$ cat src/rtl/note_playback_scheduler_if.sv
// NoteStorage read port. The scheduler drives the address and the storage
// returns the registered record one cycle later.
interface note_playback_scheduler_if #(
    parameter int ADDR_W = 7,
    parameter int REC_W  = 63
);
    logic [ADDR_W-1:0] readAddress;
    logic [REC_W-1:0]  readData;

    modport master (output readAddress, input readData);
    modport slave  (input readAddress, output readData);
endinterface

$ cat src/rtl/note_playback_scheduler.sv
// Scans NoteStorage against a per-scan time snapshot and publishes the sounding-note mask.
// Optional looping playback is enabled with the LOOP_PLAYBACK_EN macro.
module note_playback_scheduler #(
    parameter int DEPTH     = 101,
    parameter int ADDR_W    = 7,
    parameter int TIME_W    = 29,
    parameter int NOTE_W    = 5,
    parameter int NUM_NOTES = 24
) (
    input  logic                     clk,
    input  logic                     resetn,
    input  logic                     playStart,
    input  logic                     playStop,
    input  logic [TIME_W-1:0]        currentTime,
    note_playback_scheduler_if.master mem,
    output logic [NUM_NOTES-1:0]     activeNotes,
    output logic                     playing,
    output logic                     scanDone,
    output logic                     songEnd,
    output logic                     timerReset
);
    localparam int REC_W = NOTE_W + 2*TIME_W;
    localparam logic [ADDR_W-1:0] LAST_ADDR = ADDR_W'(DEPTH-1);

    typedef enum logic [1:0] {IDLE, SCAN, DRAIN, COMMIT} state_t;

    state_t                state_q, state_d;
    logic [ADDR_W-1:0]     addr_q, addr_d;
    logic [NUM_NOTES-1:0]  shadow_q, shadow_d;
    logic [NUM_NOTES-1:0]  active_q, active_d;
    logic [TIME_W-1:0]     snap_q, snap_d;
    logic                  valid_q, valid_d;
    logic                  first_q, first_d;
    logic                  pending_q, pending_d;
    logic                  playing_q, playing_d;
    logic                  done_q, done_d;
    logic                  song_end_q, song_end_d;
    logic                  timer_rst_q, timer_rst_d;

    logic [NOTE_W-1:0]     rec_note;
    logic [TIME_W-1:0]     rec_start;
    logic [TIME_W-1:0]     rec_end;
    logic                  rec_empty;
    logic                  rec_unfinished;
    logic                  rec_active;

    assign rec_note       = mem.readData[REC_W-1 -: NOTE_W];
    assign rec_start      = mem.readData[2*TIME_W-1 -: TIME_W];
    assign rec_end        = mem.readData[TIME_W-1:0];
    assign rec_empty      = (mem.readData == '0);
    assign rec_unfinished = (rec_end == '0) || (snap_q < rec_end);
    assign rec_active     = (rec_start <= snap_q) && rec_unfinished;

    always_comb begin
        state_d     = state_q;
        addr_d      = addr_q;
        shadow_d    = shadow_q;
        active_d    = active_q;
        snap_d      = snap_q;
        valid_d     = 1'b0;
        first_d     = 1'b0;
        pending_d   = pending_q;
        playing_d   = playing_q;
        done_d      = 1'b0;
        song_end_d  = song_end_q;
        timer_rst_d = 1'b0;

        if (playStart) begin
            state_d     = SCAN;
            addr_d      = '0;
            shadow_d    = '0;
            song_end_d  = 1'b0;
            playing_d   = 1'b1;
            timer_rst_d = 1'b1;
            first_d     = 1'b1;
            pending_d   = 1'b0;
        end else if (playStop) begin
            state_d   = IDLE;
            active_d  = '0;
            playing_d = 1'b0;
        end else begin
            // Records arriving in SCAN or DRAIN belong to the current frame.
            if ((state_q == SCAN || state_q == DRAIN) && valid_q && !rec_empty) begin
                if (rec_active && (32'(rec_note) < NUM_NOTES))
                    shadow_d[rec_note] = 1'b1;
                if (rec_unfinished)
                    pending_d = 1'b1;
            end

            case (state_q)
                IDLE: active_d = '0;
                SCAN: begin
                    if (first_q)
                        snap_d = currentTime;
                    if (valid_q && rec_empty) begin
                        state_d = COMMIT;
                    end else begin
                        valid_d = 1'b1;
                        if (addr_q == LAST_ADDR)
                            state_d = DRAIN;
                        else
                            addr_d = addr_q + ADDR_W'(1);
                    end
                end
                DRAIN: state_d = COMMIT;
                COMMIT: begin
                    active_d  = shadow_q;
                    done_d    = 1'b1;
                    shadow_d  = '0;
                    addr_d    = '0;
                    pending_d = 1'b0;
                    if (pending_q) begin
                        state_d = SCAN;
                        first_d = 1'b1;
                    end else begin
`ifdef LOOP_PLAYBACK_EN
                        state_d     = SCAN;
                        first_d     = 1'b1;
                        timer_rst_d = 1'b1;
`else
                        state_d    = IDLE;
                        song_end_d = 1'b1;
                        playing_d  = 1'b0;
`endif
                    end
                end
                default: state_d = IDLE;
            endcase
        end
    end

    always_ff @(posedge clk) begin
        if (!resetn) begin
            state_q     <= IDLE;
            addr_q      <= '0;
            shadow_q    <= '0;
            active_q    <= '0;
            snap_q      <= '0;
            valid_q     <= 1'b0;
            first_q     <= 1'b0;
            pending_q   <= 1'b0;
            playing_q   <= 1'b0;
            done_q      <= 1'b0;
            song_end_q  <= 1'b0;
            timer_rst_q <= 1'b0;
        end else begin
            state_q     <= state_d;
            addr_q      <= addr_d;
            shadow_q    <= shadow_d;
            active_q    <= active_d;
            snap_q      <= snap_d;
            valid_q     <= valid_d;
            first_q     <= first_d;
            pending_q   <= pending_d;
            playing_q   <= playing_d;
            done_q      <= done_d;
            song_end_q  <= song_end_d;
            timer_rst_q <= timer_rst_d;
        end
    end

    assign mem.readAddress = addr_q;
    assign activeNotes     = active_q;
    assign playing         = playing_q;
    assign scanDone        = done_q;
    assign songEnd         = song_end_q;
    assign timerReset      = timer_rst_q;
endmodule

$ cat src/flat_wrapper.sv
// flat-port wrapper written by rule: the top's interface ports become plain ports
module note_playback_scheduler_flat 
#(
    parameter int DEPTH     = 101,
    parameter int ADDR_W    = 7,
    parameter int TIME_W    = 29,
    parameter int NOTE_W    = 5,
    parameter int NUM_NOTES = 24
)
  (clk, resetn, playStart, playStop, currentTime, activeNotes, playing, scanDone, songEnd, timerReset, mem_readAddress, mem_readData);
  note_playback_scheduler_if #(.ADDR_W(ADDR_W), .REC_W((NOTE_W + 2*TIME_W))) mem_i ();
  input  logic clk;
  input  logic resetn;
  input  logic playStart;
  input  logic playStop;
  input  logic [TIME_W-1:0] currentTime;
  output logic [NUM_NOTES-1:0] activeNotes;
  output logic playing;
  output logic scanDone;
  output logic songEnd;
  output logic timerReset;
  output wire logic [$bits(mem_i.readAddress)-1:0] mem_readAddress;
  input wire logic [$bits(mem_i.readData)-1:0] mem_readData;
  assign mem_readAddress = mem_i.readAddress;
  assign mem_i.readData = mem_readData;
  note_playback_scheduler #(.DEPTH(DEPTH), .ADDR_W(ADDR_W), .TIME_W(TIME_W), .NOTE_W(NOTE_W), .NUM_NOTES(NUM_NOTES)) u_core (.clk(clk), .resetn(resetn), .playStart(playStart), .playStop(playStop), .currentTime(currentTime), .mem(mem_i), .activeNotes(activeNotes), .playing(playing), .scanDone(scanDone), .songEnd(songEnd), .timerReset(timerReset));
endmodule
$ cat config.mk
export PLATFORM = sky130hd
export DESIGN_NAME = note_playback_scheduler_flat
export DESIGN_NICKNAME = d
export VERILOG_FILES = /design/src/rtl/note_playback_scheduler_if.sv /design/src/rtl/note_playback_scheduler.sv /design/src/flat_wrapper.sv
export SDC_FILE = /design/constraint.sdc
export NUM_CORES = 1
export LEC_CHECK = 0
export CAP_MARGIN = 20
export CELL_PAD_IN_SITES_DETAIL_PLACEMENT = 0
export CELL_PAD_IN_SITES_GLOBAL_PLACEMENT = 1
export CORE_MARGIN = 3
export CORE_UTILIZATION = 37
export CTS_CLUSTER_SIZE = 8
export DETAILED_ROUTE_END_ITERATION = 8
export PLACE_DENSITY_LB_ADDON = 0.1
export SLEW_MARGIN = 20
export SYNTH_ARGS = -nofsm -noshare
export SYNTH_HDL_FRONTEND = slang
export SYNTH_SLANG_ARGS = --single-unit
$ cat constraint.sdc
create_clock -name clk -period 4.07 [get_ports clk]
set_clock_uncertainty 0.2 [all_clocks]
set_input_delay 0.814 -clock clk [delete_from_list [all_inputs] [get_ports clk]]
set_output_delay 0.814 -clock clk [all_outputs]
set_load 0.005 [all_outputs]
=== After elaboration in Yosys (flattened, before gate mapping) ===
Cells that the tools add are included.
W data, S select, Z words.

* Muxes and demuxes: 30
* Bitwise gates (word level): 6
* Eq/ne operators: 9
* Add/sub/neg operators: 1
* Order comparisons: 5
* Reductions and logical operators: 32

{| class="wikitable"
|+ Operators with widths
! operator !! count
|-
| $mux W24 || 4
|-
| $logic_not A63 Y1 || 1
|-
| $pmux W24 S2 || 1
|-
| $le A29 B29 Y1 || 1
|-
| $logic_not A29 Y1 || 1
|-
| $lt A29 B29 Y1 || 1
|-
| $or A24 B24 Y24 || 1
|-
| $mux W1 || 18
|-
| $mux W7 || 2
|-
| $pmux W7 S2 || 1
|-
| $reduce_and A3 Y1 || 3
|-
| $reduce_bool A3 Y1 || 3
|-
| $reduce_and A2 Y1 || 4
|-
| $reduce_and A4 Y1 || 2
|-
| $reduce_bool A2 Y1 || 4
|-
| $add A7 B1 Y7 const B || 1
|-
| $eq A7 B7 Y1 const B || 1
|-
| $logic_and A1 B1 Y1 || 6
|-
| $lt A5 B6 Y1 const B || 1
|-
| $ne A3 B3 Y1 const B || 2
|-
| $pmux W2 S3 || 1
|-
| $demux W1 S5 || 1
|-
| $ge A5 B1 Y1 const B || 1
|-
| $lt A5 B5 Y1 const B || 1
|-
| 13 further kinds || 21
|}

* Word-level logic and storage cells: 96
* Input bits: 96
* Bits in registers: 93
* Output and inout bits: 35

=== Logic depth before layout (Yosys ltp) ===
* Depth after elaboration: 8
* Gate-level depth with buffers: 10
* Depth with buffers taken out: 9

=== Worst setup path after synthesis ===
Ideal clock, no wire load.

* Path type: input to register
* From: input port mem_readData[14]
* To: register u_core.shadow_q[11]
* Cell stages on the path: 10
* Slack: 0.943 ns
* Buffers on the path: 1
* Setup time: 0.083 ns
* Data required time: 3.787 ns
* Arrival: 2.844 ns
* Path through: inv_1 -> ha_1 -> a21o_1 -> a221o_1 -> a221o_1 -> nor2_1 -> o21ai_1 -> a311o_4 -> buf_6 -> o31ai_4

* Longest elaborated chain between the ends: 6
* Elaborated cells between the ends (all ways): 11
* Those cells by class: 1 x order compare; 10 x reduce/logical

{| class="wikitable"
|+ RTL lines
! item !! RTL line !! RTL
|-
| start, declared || flat_wrapper.sv:23 || <nowiki>input wire logic [$bits(mem_i.readData)-1:0] mem_readData;</nowiki>
|-
| $lt A29 B29 Y1 or $logic_not A29 Y1 (tied branches) || note_playback_scheduler.sv:51 || <nowiki>assign rec_unfinished = (rec_end == '0) || (snap_q < rec_end);</nowiki>
|-
| $logic_or A1 B1 Y1 || note_playback_scheduler.sv:51 ||
|-
| $logic_and A1 B1 Y1 || note_playback_scheduler.sv:52 || <nowiki>assign rec_active = (rec_start <= snap_q) && rec_unfinished;</nowiki>
|-
| $logic_and A1 B1 Y1 || note_playback_scheduler.sv:84 || <nowiki>if (rec_active && (32'(rec_note) < NUM_NOTES))</nowiki>
|-
| $reduce_bool A2 Y1 (no source line) || n/a ||
|-
| $reduce_and A3 Y1 (no source line) * || n/a ||
|-
| end signal, assigned || note_playback_scheduler.sv:149 || <nowiki>shadow_q <= shadow_d;</nowiki>
|-
| end, declared || note_playback_scheduler.sv:29 || <nowiki>logic [NUM_NOTES-1:0] shadow_q, shadow_d;</nowiki>
|}

Mark *: on every way between the ends. The rest lies on a longest branch, timed or not.
A chain may end at the register's enable or synchronous reset.

=== Worst setup path after layout ===
* From: input port mem_readData[53]
* To: register u_core.shadow_q[21]

* Longest elaborated chain between the ends: 5
* Elaborated cells between the ends (all ways): 9
* Those cells by class: 1 x order compare; 8 x reduce/logical

{| class="wikitable"
|+ RTL lines
! item !! RTL line
|-
| $le A29 B29 Y1 or $logic_not A63 Y1 (tied branches) || note_playback_scheduler.sv:52, note_playback_scheduler.sv:50
|-
| $logic_and A1 B1 Y1 or $logic_not A1 Y1 (tied branches) || note_playback_scheduler.sv:52, note_playback_scheduler.sv:83
|-
| $logic_and A1 B1 Y1 (on tied branches) || note_playback_scheduler.sv:84, note_playback_scheduler.sv:83
|-
| $reduce_bool A2 Y1 (no source line) || n/a
|-
| $reduce_and A3 Y1 (no source line) * || n/a
|}

Marks and branches as above.

==> reports/qor.csv <==
stage,metric,value,unit
run_status,status,"complete, no violations",
final_layout,Final nets,954,
logic_synthesis,"Primary FF master, synth",dfxtp_1,
cts,"Clk Latency, worst-skew pair",340,ps
power,Pint,1.55,mW
timing,Pins Over Slew Limit,0,
timing,Fin Setup TNS,0,ps
worst_setup_path,CP startpoint kind,input port,
cts,Setup Buffers After CTS,0,
drt,Detailed Route Iter0 Violations,229,
worst_setup_path,CP required,4120,ps
final_layout,Finished Layout Cells,979,
die,Die ar.,16300,µm²
timing,RSZ-0062 raised after global routing,false,
global_route,total gr overflow,0,
cts,Root Driver,clkbuf_16,
timing,min Tclk post-route,3490,ps
power,Psw,0.501,mW
logic_synthesis,"Seq/Total Area, Yosys",34.0,%
place,input/output buffers,130,
logic_synthesis,commonest cells in the netlist,"150 x nand2_1, 93 x dfxtp_1, 67 x inv_1",
cts,quantity of hold-fixing buffers added after cts,0,
logic_synthesis,synth warn,0,
cts,CTS Buffer Depth,2,
timing,"Hold Vio Cnt, Final",0,
timing,Worst-Margin Slew,860,ps
global_route,initial antenna violation count,0,
final_layout,final core occ,51.1,%
final_layout,Antenna Cells,0,
drt,residual DRC count,0,
logic_synthesis,post-synth top area share,34.0,%
global_route,vias in the first global route,5172,
power,leak pwr,2.74,nW
logic_synthesis,top-count cell post-synth,nand2_1,
drt,WL/cell,15.6,µm
drt,vias per cell,5.11,
timing,Setup Viol. Count Final,0,
worst_setup_path,WP data arrival,3540,ps
logic_synthesis,Mapped Area,5480,µm²
power,Pwr Density,283,nW/µm²
logic_synthesis,syn_nets,831,
logic_synthesis,"Distinct cells, synth",52,
cts,Clock Sinks,93,
power,combinational group share of total power,13.2,%
worst_setup_path,Worst Path Max Fanout,24,
logic_synthesis,leading area contributor after synthesis,dfxtp_1,
place,placer's final routability congestion estimate,0.887,
power,Seq pwr share,44.9,%
die,CORE AREA,14200,µm²
drt,vias,5003,
cts,CTS tree,yes,
logic_synthesis,flop and latch count out of synthesis,93,
global_route,gr usage total,19.2,%
timing,fin crit share,85.7,%
cts,CTS buffer count,9,
die,Rows,43,
die,IO Pins,131,
final_layout,synth-to-layout area growth,32.5,%
drt,final WL,15200,µm
timing,Slew HR,42.2,%
place,HPWL after detailed placement,12100,µm
power,Clock power frac,41.9,%
hold_path,HP Class,flop to flop,
logic_synthesis,synthesized area per cell,8.16,µm²
power,Sw Ratio,24.4,%
timing,Max Clk Rate,0.287,GHz
cts,H-tree depth,3,
cts,PostCTS Resize Cnt,0,
global_route,largest net degree at the start of global routing,54,
drt,DRT Pass-1 Iters,4,
power,Peak supply drop,0.180,mV
cts,clock transition at the registers of the reported paths,70,ps
logic_synthesis,top post-synthesis cells by area,"dfxtp_1 34%, ha_1 15%, nand2_1 10%, a21boi_0 7.0%, inv_1 4.6%",
place,placed insts,963,
die,Initial Util,38.6,%
drt,Routed Antenna Nets,0,
die,Die X-Extent,128,µm
worst_setup_path,Worst setup EP type,flop,
logic_synthesis,asr flop ratio synth,0,%
run,maxcap violations,0,
final_layout,share of cells above drive strength 1,6.51,%
power,total power,2.05,mW
logic_synthesis,"EDFF count, synth",0,
global_route,first-pass GRT wire length,25200,µm
worst_setup_path,Setup CP Type,input port to flop,
die,Die Y,128,µm
logic_synthesis,Mapped Cells,671,
[power groups by stage]
stage               Clock, mW  Combinational (mW)  Sequential (mW)
global placement            0               0.269            0.941
finish                  0.860               0.272            0.921
detailed placement          0               0.272            0.942
global route            0.910               0.302            0.921
floorplan                   0               0.122            0.940
CTS                     0.879               0.273            0.921
[worst paths after layout]
path	depth (start not counted)	slack [ps]	to	from
worst min-delay path	2	260	u_core.shadow_q[4]	u_core.shadow_q[4]
worst max-delay path	10	580	u_core.shadow_q[21]	mem_readData[53]
worst min register to register	2	260	u_core.shadow_q[4]	u_core.shadow_q[4]
worst max register to register	10	1060	u_core.shadow_q[21]	u_core.snap_q[27]
[logic make-up after synthesis]
group                      Yosys count  share of synthesized area, %
DFF                                 93                          34.0
and+or+nand+nor                    267                          22.3
AOI/OAI and AO/OA                  146                          21.1
xor gates and xnor gates             5                         0.799
buffers and inverters               95                          7.06
adders and majority gates           64                          14.6
muxes                                1                         0.183
[critical path, stage by stage]
cell,delay (ps)
clkdlybuf4s50_1,450
ha_1,340
nand4_1,130
or4_1,560
nor2_1,180
nand4_1,180
a221oi_2,270
o21ai_2,80
buf_4,250
o31ai_2,260
[layout by cell type (no fill, tap or decap), types with 3 or more instances in the layout]
| master | instances |
|---|---|
| nand2_1 | 150 |
| clkdlybuf4s50_1 | 130 |
| dfxtp_1 | 93 |
| inv_1 | 67 |
| ha_1 | 64 |
| a21boi_0 | 51 |
| nand3_1 | 33 |
| a21oi_1 | 27 |
| nor2_1 | 24 |
| o31ai_2 | 18 |
| nor4_1 | 14 |
| nand4_1 | 13 |
| o21ai_0 | 10 |
| clkbuf_16 | 9 |
| buf_4 | 9 |
| nor3_1 | 8 |
| a21o_1 | 7 |
| nor3b_1 | 5 |
| xor2_1 | 5 |
| o31ai_1 | 4 |
| and4_1 | 3 |
| a221oi_1 | 3 |
| a31oi_1 | 3 |
[final cells by class]
class	count	area, µm²
fill	1390	6950
multi-input combinational	483	3230
sequential	93	1860
timing repair buffer	140	1390
inverter	67	251
clock buffer	11	243
tap	180	225
clock inverter	5	57.6
[registers in the layout (all words and copies together) (netlist names)]
register and count:
u_core.songEnd 1, u_core.playing 1, u_core.timerReset 1, u_core.scanDone 1, u_core.mem.readAddress 7, u_core.first_q 1
u_core.shadow_q 24, u_core.activeNotes 24, u_core.pending_q 1, u_core.snap_q 29, u_core.valid_q 1, u_core.state_q 2
[metal layers]
metal	vias up	wire length [µm]	track usage, %
met4	0	243	4.93
met1	2310	6750	23.5
met3	14	632	3.88
met5	-	0	0
li1	2566	-	-
met2	113	7600	34.6
[stage by stage]
stage	instance area, µm²	setup WS, ps	hold slack, ps
5_1_grt	7260	390	276
4_1_cts	7260	604	259
2_1_floorplan	5480	943	225
3_5_place_dp	6960	235	245
3_3_place_gp	6960	321	242
6_report	7260	582	258
(Power assumes the default switching activity.)
